## config.mk

```make
export PLATFORM = sky130hd
export DESIGN_NAME = neighbor_classifier_flat
export DESIGN_NICKNAME = d
export VERILOG_FILES = /design/src/rtl/neighbor_classifier_if.sv /design/src/rtl/neighbor_classifier.sv /design/src/flat_wrapper.sv
export SDC_FILE = /design/constraint.sdc
export NUM_CORES = 1
export LEC_CHECK = 0
export CAP_MARGIN = 20
export CORE_ASPECT_RATIO = 1.25
export CORE_MARGIN = 1.5
export CORE_UTILIZATION = 45
export DETAILED_ROUTE_END_ITERATION = 10
export PLACE_DENSITY_LB_ADDON = 0.08
export SYNTH_ARGS = -nofsm -noshare
export SYNTH_HDL_FRONTEND = slang
export SYNTH_SLANG_ARGS = --single-unit
```

## constraint.sdc

```tcl
create_clock -name i_clk -period 2.1 [get_ports i_clk]
set_input_delay 0.525 -clock i_clk [delete_from_list [all_inputs] [get_ports i_clk]]
set_output_delay 0.525 -clock i_clk [all_outputs]
set_load 0.005 [all_outputs]
```

## src/rtl/neighbor_classifier_if.sv

```systemverilog
// -----------------------------------------------------------------------------
// neighbor_classifier_if
//   Handshake bundle between a neighbour-bit producer / result consumer and the
//   neighbor_classifier block. Member names carry the direction as seen from
//   the classifier (i_ = into the block, o_ = out of the block).
//
//   Members:
//     i_start       request to begin classifying one cell (single cycle)
//     i_bit_valid   i_bit_in carries a valid neighbour bit
//     i_bit_in      neighbour liveness, 1 = alive
//     o_bit_ready   block accepts a neighbour bit this cycle
//     o_class_out   2-bit classification code
//     o_class_valid o_class_out holds a final result
//     i_class_ready consumer takes the result
//     o_busy        block is accumulating or holding a result
//
//   Modports:
//     master  producer / consumer side (drives the i_ members)
//     slave   classifier side (drives the o_ members)
// -----------------------------------------------------------------------------
interface neighbor_classifier_if;

  logic       i_start;
  logic       i_bit_valid;
  logic       i_bit_in;
  logic       o_bit_ready;
  logic [1:0] o_class_out;
  logic       o_class_valid;
  logic       i_class_ready;
  logic       o_busy;

  modport master (
    output i_start,
    output i_bit_valid,
    output i_bit_in,
    output i_class_ready,
    input  o_bit_ready,
    input  o_class_out,
    input  o_class_valid,
    input  o_busy
  );

  modport slave (
    input  i_start,
    input  i_bit_valid,
    input  i_bit_in,
    input  i_class_ready,
    output o_bit_ready,
    output o_class_out,
    output o_class_valid,
    output o_busy
  );

endinterface : neighbor_classifier_if

```

## src/rtl/neighbor_classifier.sv

```systemverilog
// -----------------------------------------------------------------------------
// neighbor_classifier
//   Counts the live neighbours of one cell, delivered serially as single-bit
//   beats on a valid/ready handshake, and reports a 2-bit class code:
//     0-1 live -> 2'b00, 2 live -> 2'b01, 3 live -> 2'b10, 4+ live -> 2'b11.
//   The code drives a downstream 2-to-4 decoder.
//
//   States: IDLE (wait for start), ACCUM (take NUM_NEIGHBORS beats),
//   DONE (hold result until the consumer takes it). A start presented in the
//   same cycle the result is taken chains straight into the next ACCUM.
//
//   Parameters:
//     NUM_NEIGHBORS  neighbour bits per cell, legal range 1..15
//
//   Ports:
//     i_clk    sole clock, rising edge
//     i_rst_n  asynchronous active-low reset
//     bus      neighbor_classifier_if.slave handshake bundle
//
//   Build option:
//     NEIGHBOR_EARLY_EXIT_EN  when defined, the beat that brings the live count
//                             to 4 finishes the cell immediately with 2'b11;
//                             the producer drops the remaining bits itself.
//                             When undefined, every cell consumes all beats.
// -----------------------------------------------------------------------------
module neighbor_classifier #(
  parameter int NUM_NEIGHBORS = 8
) (
  input  logic                  i_clk,
  input  logic                  i_rst_n,
  neighbor_classifier_if.slave  bus
);

  typedef enum logic [1:0] {
    ST_IDLE  = 2'b00,
    ST_ACCUM = 2'b01,
    ST_DONE  = 2'b10
  } state_t;

  // Beat index value that marks the final neighbour of a cell.
  localparam logic [3:0] LP_LAST_INDEX = 4'(NUM_NEIGHBORS);

  // Live-count to class-code mapping.
  function automatic logic [1:0] classify(input logic [3:0] count);
    logic [1:0] code;
    case (count)
      4'd0, 4'd1: code = 2'b00;
      4'd2:       code = 2'b01;
      4'd3:       code = 2'b10;
      default:    code = 2'b11;
    endcase
    return code;
  endfunction

  state_t     r_state;
  logic [3:0] r_count;
  logic [3:0] r_index;
  logic [1:0] r_class_out;
  logic       r_class_valid;
  logic       r_bit_ready;
  logic       r_busy;

  logic       w_accept;
  logic [3:0] w_count_next;
  logic [3:0] w_index_next;
  logic       w_last_beat;
  logic       w_early_exit;
  logic       w_finish;

  // r_bit_ready is high exactly while in ACCUM, so it doubles as the state
  // qualifier for beat acceptance.
  assign w_accept     = r_bit_ready & bus.i_bit_valid;
  // Count cannot exceed NUM_NEIGHBORS (<= 15), so the 4-bit add never wraps.
  assign w_count_next = r_count + {3'b000, bus.i_bit_in};
  assign w_index_next = r_index + 4'd1;
  assign w_last_beat  = (w_index_next == LP_LAST_INDEX);

`ifdef NEIGHBOR_EARLY_EXIT_EN
  assign w_early_exit = (w_count_next == 4'd4);
`else
  assign w_early_exit = 1'b0;
`endif

  assign w_finish = w_last_beat | w_early_exit;

  // Classifier FSM with registered handshake outputs.
  always_ff @(posedge i_clk or negedge i_rst_n) begin
    if (!i_rst_n) begin
      r_state       <= ST_IDLE;
      r_count       <= 4'd0;
      r_index       <= 4'd0;
      r_class_out   <= 2'b00;
      r_class_valid <= 1'b0;
      r_bit_ready   <= 1'b0;
      r_busy        <= 1'b0;
    end else begin
      case (r_state)
        ST_IDLE: begin
          if (bus.i_start) begin
            r_state     <= ST_ACCUM;
            r_count     <= 4'd0;
            r_index     <= 4'd0;
            r_bit_ready <= 1'b1;
            r_busy      <= 1'b1;
          end else begin
            r_state     <= ST_IDLE;
            r_bit_ready <= 1'b0;
            r_busy      <= 1'b0;
          end
          r_class_valid <= 1'b0;
        end

        ST_ACCUM: begin
          // start is deliberately not looked at here.
          if (w_accept) begin
            r_count <= w_count_next;
            r_index <= w_index_next;
            if (w_finish) begin
              r_state       <= ST_DONE;
              // Early exit only fires at exactly four, which classifies as
              // 2'b11 anyway, so one mapping covers both paths.
              r_class_out   <= classify(w_count_next);
              r_class_valid <= 1'b1;
              r_bit_ready   <= 1'b0;
            end else begin
              r_state <= ST_ACCUM;
            end
          end else begin
            r_state <= ST_ACCUM;
          end
        end

        ST_DONE: begin
          // Result (and class code) is frozen until the consumer takes it.
          if (bus.i_class_ready) begin
            r_class_valid <= 1'b0;
            if (bus.i_start) begin
              // Chain directly into the next cell without an IDLE bubble.
              r_state     <= ST_ACCUM;
              r_count     <= 4'd0;
              r_index     <= 4'd0;
              r_bit_ready <= 1'b1;
              r_busy      <= 1'b1;
            end else begin
              r_state     <= ST_IDLE;
              r_bit_ready <= 1'b0;
              r_busy      <= 1'b0;
            end
          end else begin
            r_state       <= ST_DONE;
            r_class_valid <= 1'b1;
          end
        end

        default: begin
          // Unreachable encoding: recover to a clean idle state.
          r_state       <= ST_IDLE;
          r_count       <= 4'd0;
          r_index       <= 4'd0;
          r_class_out   <= 2'b00;
          r_class_valid <= 1'b0;
          r_bit_ready   <= 1'b0;
          r_busy        <= 1'b0;
        end
      endcase
    end
  end

  assign bus.o_bit_ready   = r_bit_ready;
  assign bus.o_class_out   = r_class_out;
  assign bus.o_class_valid = r_class_valid;
  assign bus.o_busy        = r_busy;

endmodule : neighbor_classifier

```

## src/flat_wrapper.sv

```systemverilog
// flat-port wrapper written by rule: the top's interface ports become plain ports
module neighbor_classifier_flat 
#(
  parameter int NUM_NEIGHBORS = 8
)
  (i_clk, i_rst_n, bus_i_start, bus_i_bit_valid, bus_i_bit_in, bus_i_class_ready, bus_o_bit_ready, bus_o_class_out, bus_o_class_valid, bus_o_busy);
  neighbor_classifier_if bus_i ();
  input  logic i_clk;
  input  logic i_rst_n;
  input wire logic [$bits(bus_i.i_start)-1:0] bus_i_start;
  input wire logic [$bits(bus_i.i_bit_valid)-1:0] bus_i_bit_valid;
  input wire logic [$bits(bus_i.i_bit_in)-1:0] bus_i_bit_in;
  input wire logic [$bits(bus_i.i_class_ready)-1:0] bus_i_class_ready;
  output wire logic [$bits(bus_i.o_bit_ready)-1:0] bus_o_bit_ready;
  output wire logic [$bits(bus_i.o_class_out)-1:0] bus_o_class_out;
  output wire logic [$bits(bus_i.o_class_valid)-1:0] bus_o_class_valid;
  output wire logic [$bits(bus_i.o_busy)-1:0] bus_o_busy;
  assign bus_i.i_start = bus_i_start;
  assign bus_i.i_bit_valid = bus_i_bit_valid;
  assign bus_i.i_bit_in = bus_i_bit_in;
  assign bus_i.i_class_ready = bus_i_class_ready;
  assign bus_o_bit_ready = bus_i.o_bit_ready;
  assign bus_o_class_out = bus_i.o_class_out;
  assign bus_o_class_valid = bus_i.o_class_valid;
  assign bus_o_busy = bus_i.o_busy;
  neighbor_classifier #(.NUM_NEIGHBORS(NUM_NEIGHBORS)) u_core (.i_clk(i_clk), .i_rst_n(i_rst_n), .bus(bus_i));
endmodule
```

Yosys cells after proc, flatten, opt, wreduce, memory -nomap -nowiden
Index checks and enable logic that the tools add are counted.

Register bits: 15. Output and inout port bits: 5. Logic and storage cells: 57.

$add $sub $neg: 2. Equal/unequal tests: 9. Multiplexer cells: 27. Bitwise gates (word level): 3. Reduce and logical (&&, ||, !) cells: 9.

Operators with widths (number): $mux W4 (6); $pmux W4 S3 (2); $pmux W2 S3 (2); $mux W2 (5); $eq A4 B2 Y1 const B (2); $mux W1 (8); $pmux W1 S3 (2); $reduce_and A2 Y1 (3); $reduce_and A3 Y1 (2); $add A4 B1 Y4 (1); $add A4 B1 Y4 const B (1); $eq A4 B1 Y1 const B (1); $eq A4 B4 Y1 const B (1); $logic_not A4 Y1 (1); $ne A2 B1 Y1 const B (2); $pmux W2 S2 (1); $reduce_or A2 Y1 (2); $eq A2 B1 Y1 const B (1); $eq A2 B2 Y1 const B (1); $logic_not A2 Y1 (1); $ne A2 B2 Y1 const B (1); $not A1 Y1 (2); $pmux W1 S2 (1); $and A1 B1 Y1 (1).

Logic depth before layout (Yosys ltp)
Depth after elaboration: 7. Depth in mapped cells: 7. Depth with buffers taken out: 6.

Worst setup path after synthesis
OpenSTA, ideal clock, no wires.

Kind: input to register. Start: in bus_i_bit_in. End: reg u_core.r_class_out[1] (netlist: u_core.bus.o_class_out[1]). Setup time: 0.066 ns. Arrival: 1.688 ns. Data required time: 2.034 ns. Path slack: 0.346 ns. Stages: 6. Cell sequence: ha_1 ha_1 nor3_1 a41o_1 a2111oi_0 a22o_1.

Cells in the longest elaborated chain, start to end: 7. Elaborated cells on any way between the ends: 10. Those cells by class: add/sub (1); eq/ne (3); mux (4); reduce/logical (2).

Ends and longest elaborated chain: from (decl) (line flat_wrapper.sv:12) `input wire logic [$bits(bus_i.i_bit_in)-1:0] bus_i_bit_in;`; $add A4 B1 Y4 * (line neighbor_classifier.sv:74) `assign w_count_next = r_count + {3'b000, bus.i_bit_in};`; $eq A4 B1 Y1 / $logic_not A4 Y1 (equally long branches) (line neighbor_classifier.sv:46) `case (count)`; $reduce_or A2 Y1 (line neighbor_classifier.sv:46); $pmux W2 S3 * (line neighbor_classifier.sv:46); $mux W2 * (line neighbor_classifier.sv:118) `if (w_finish) begin`; $mux W2 * (line neighbor_classifier.sv:115) `if (w_accept) begin`; $pmux W2 S2 * (line neighbor_classifier.sv:97) `case (r_state)`; to (signal assigned) (line neighbor_classifier.sv:122) `r_class_out <= classify(w_count_next);`; to (decl) (line neighbor_classifier.sv:58) `logic [1:0] r_class_out;`.

Mark *: on every way between the ends. The rest lies on a longest branch, timed or not. The select of a mux whose other input is x is not followed. A chain may end at the register's enable or synchronous reset.

Worst setup path after layout
Ends and elaborated chain as after synthesis.

==> impl_metrics.env <==
export IMPL_die_w_microns=43.7
export IMPL_layout_commonest_cell="dfrtp_1"
export IMPL_clockBufferDepth=2
export IMPL_crit_type="primary input to register"
export IMPL_area_delta_synth_final_pct=26.1
export IMPL_cts_hold_buf=0
export IMPL_wl_per_cell_microns=14.7
export IMPL_postRouteAntennaNets=0
export IMPL_grt_pass1_vias=750
export IMPL_worstPathMaxFanout=4
export IMPL_initial_core_util_pct=47.6
export IMPL_holdCritPathClass="register to register"
export IMPL_numCtsBuffers=3
export IMPL_portBuffers=10
export IMPL_cts_setup_buffers=0
export IMPL_routabilityCongestion=0.752
export IMPL_outcome="finished clean"
export IMPL_cap_violations=0
export IMPL_rr_startpoint="u_core.r_state[0]$_DFF_PN0_"
export IMPL_power_uw=909
export IMPL_grtUsageTotal_pct=20.0
export IMPL_design_area_sq_um=1180
export IMPL_via_per_inst=5.70
export IMPL_grt_max_degree=16
export IMPL_grt_pass1_wl_mm=3.39
export IMPL_final_layout_size_suffix_gt1_share_pct=21.2
export IMPL_yosys_area_share_xor_xnor_pct=0.938
export IMPL_clk_pin_slew_ps=80
export IMPL_synth_area_sq_um=933
export IMPL_synth_nets=110
export IMPL_rsz0062_at_grt="no"
export IMPL_synth_top_cell_by_area="dfrtp_1"
export IMPL_hold_path_depth=1
export IMPL_period_share_pct=96.0
export IMPL_slew_headroom_pct=77.6
export IMPL_route_vias_total=786
export IMPL_die_area_sq_um=2360
export IMPL_fmax_mhz=496
export IMPL_end_kind="register"
export IMPL_final_cell_mix="15 x dfrtp_1, 10 x clkdlybuf4s50_1, 9 x buf_4, 8 x nand2_1"
export IMPL_setup_viol=0
export IMPL_core_sq_um=1960
export IMPL_whs_endpoint="u_core.bus.o_class_out[1]$_DFFE_PN0P_"
export IMPL_r2r_slack_ps=270
export IMPL_synth_top_family_by_area="compound AO/OA/AOI/OAI gates"
export IMPL_ios=11
export IMPL_yosys_cell_types_count=37
export IMPL_synth_area_leaders="dfrtp_1 40%, ha_1 9.4%, mux2i_1 4.3%, nand3_1 3.8%, o21ai_0 3.8%"
export IMPL_synth_simple_area_share_pct=19.2
export IMPL_worst_slack_ps=83.6
export IMPL_routed_wl_mm=2.03
export IMPL_period_needed_ps=2020
export IMPL_synth_avg_cell_area_sq_um=9.62
export IMPL_pre_cts_ws_ps=-377
export IMPL_htree_levels=1
export IMPL_die_height_microns=53.9
export IMPL_required_ps=2320
export IMPL_drt_iter0_drc=7
export IMPL_nNetsFinal=132
export IMPL_power_leakage_nw=0.551
export IMPL_crit_path_start_kind="primary input"
export IMPL_reg2reg_to="u_core.bus.o_bit_ready$_DFFE_PN0P_"
export IMPL_slew_violations=0
export IMPL_first_pass_iters=4
export IMPL_synthMuxAreaShare_pct=4.29
export IMPL_finClkSkew_ps=8.40
export IMPL_peakVddDrop_uv=324
export IMPL_ys_seq_area_share_pct=40.2
export IMPL_numClockSinks=15
export IMPL_hold_viol=0
export IMPL_whs_ps=510
export IMPL_n_antenna_cell=0
export IMPL_place_area_sq_um=1130
export IMPL_root_buffer="clkbuf_4"
export IMPL_drcViolationCount=0
export IMPL_cts_tree="built"
export IMPL_power_density_nw_per_um2=772
export IMPL_worstSkewPairLatency_ps=290
export IMPL_synth_compound_area_share_pct=21.8
export IMPL_synth_seq_cells=15
export IMPL_reg2regPathDepth=5
export IMPL_rows=18
export IMPL_synth_top_area_share_pct=40.2
export IMPL_synth_fa_ha_area_share_pct=9.38
export IMPL_antenna_found_initial=0
export IMPL_worst_pin_slew_ps=336
export IMPL_utilization_pct=60.1
export IMPL_crit_arrival_ps=2240
export IMPL_place_hpwl_mm=1.47
export IMPL_yosysWarnings=0
export IMPL_grt_overflow=0
export IMPL_hp_start="u_core.bus.o_class_out[1]$_DFFE_PN0P_"
export IMPL_syn_inst=97
[worst max-delay path by stage]
stage	startpoint	to	slack, ps	cells after the start
CTS	bus_i_bit_in	u_core.bus.o_class_out[1]$_DFFE_PN0P_	30	7
detailed placement	bus_i_bit_in	u_core.bus.o_class_out[1]$_DFFE_PN0P_	-380	7
finish	bus_i_bit_in	u_core.bus.o_class_out[1]$_DFFE_PN0P_	80	7
global route	bus_i_bit_in	u_core.bus.o_class_out[1]$_DFFE_PN0P_	10	7
floorplan	bus_i_bit_in	u_core.bus.o_class_out[1]$_DFFE_PN0P_	350	6
global placement	bus_i_bit_in	u_core.bus.o_class_out[1]$_DFFE_PN0P_	-200	7
[routing by layer]
metal  wire, microns  GRT usage [%]  share of wire, %  vias up
met5               0              0                 0        -
met4              60           11.1               2.9        0
met3              38           2.01               1.9        8
met2            1000           34.3                49       12
met1             931           24.2                46      368
li1                -              -                 -      398
[where the power goes]
part / leakage (nW) / switching (mW) / internal [mW]
logic: 0.338 / 0.147 / 0.172
clock network: 0.0150 / 0.0956 / 0.0738
registers: 0.198 / 0.0706 / 0.351
[area by class of cell]
cell class,count,area [sq um]
fillers,191,782
multi-input cells,72,537
flip-flops and latches,15,375
clock buffers,4,26.3
inverters,7,26.3
well taps,20,25.0
repair buffers,20,188
[Yosys cell counts]
master	count
o21ai_0	7
a21bo_2	2
clkbuf_1	2
a21o_1	1
a21boi_1	1
xnor2_1	1
o21ai_2	1
a31o_2	1
nand2b_1	3
mux2i_1	4
nand3b_1	1
nand2_1	8
or2_2	1
a221oi_1	1
o2bb2ai_1	1
nor2_1	1
a211o_2	1
o31ai_1	1
nand3_1	7
o22ai_1	1
ha_1	7
a21oi_1	4
and3_1	2
buf_2	1
or4_1	1
a2111oi_0	2
nor3b_1	1
and3b_1	1
a22o_1	2
and2_1	1
a22o_2	1
nor3_1	1
a41o_1	1
inv_1	7
nor2b_1	3
dfrtp_1	15
and4_4	1
[cells by family (layout without fill, tap and decap cells)]
group	after synthesis	in the layout
compound gates	28	28
xor+xnor	1	1
simple gates	32	32
buf+inv	10	31
mux	4	4
flops	15	15
fa+ha+maj	7	7
[worst max-delay path: stages]
cell and delay, ps:
clkdlybuf4s50_1 460, ha_2 210, ha_2 210, nor3_1 60
a41o_1 240, a2111oi_2 340, a22o_1 200
[sequential cells by signal, indices dropped and copies added (netlist names)]
signal                    count
u_core.bus.o_bit_ready        1
u_core.bus.o_busy             1
u_core.bus.o_class_out        2
u_core.bus.o_class_valid      1
u_core.r_count                4
u_core.r_index                4
u_core.r_state                2
[stage by stage]
step	TNS, ps	instances
floorplan	0	97
global placement	-430	134
detailed placement	-702	134
CTS	0	138
global route	0	138
finish	0	138
[repair_timing]
action | 4_1_cts | 5_1_grt
endpoints found under the setup margin | 2 | 2
resized for setup | 4 | 2
gates cloned | 0 | 0
(Power assumes the default switching activity.)
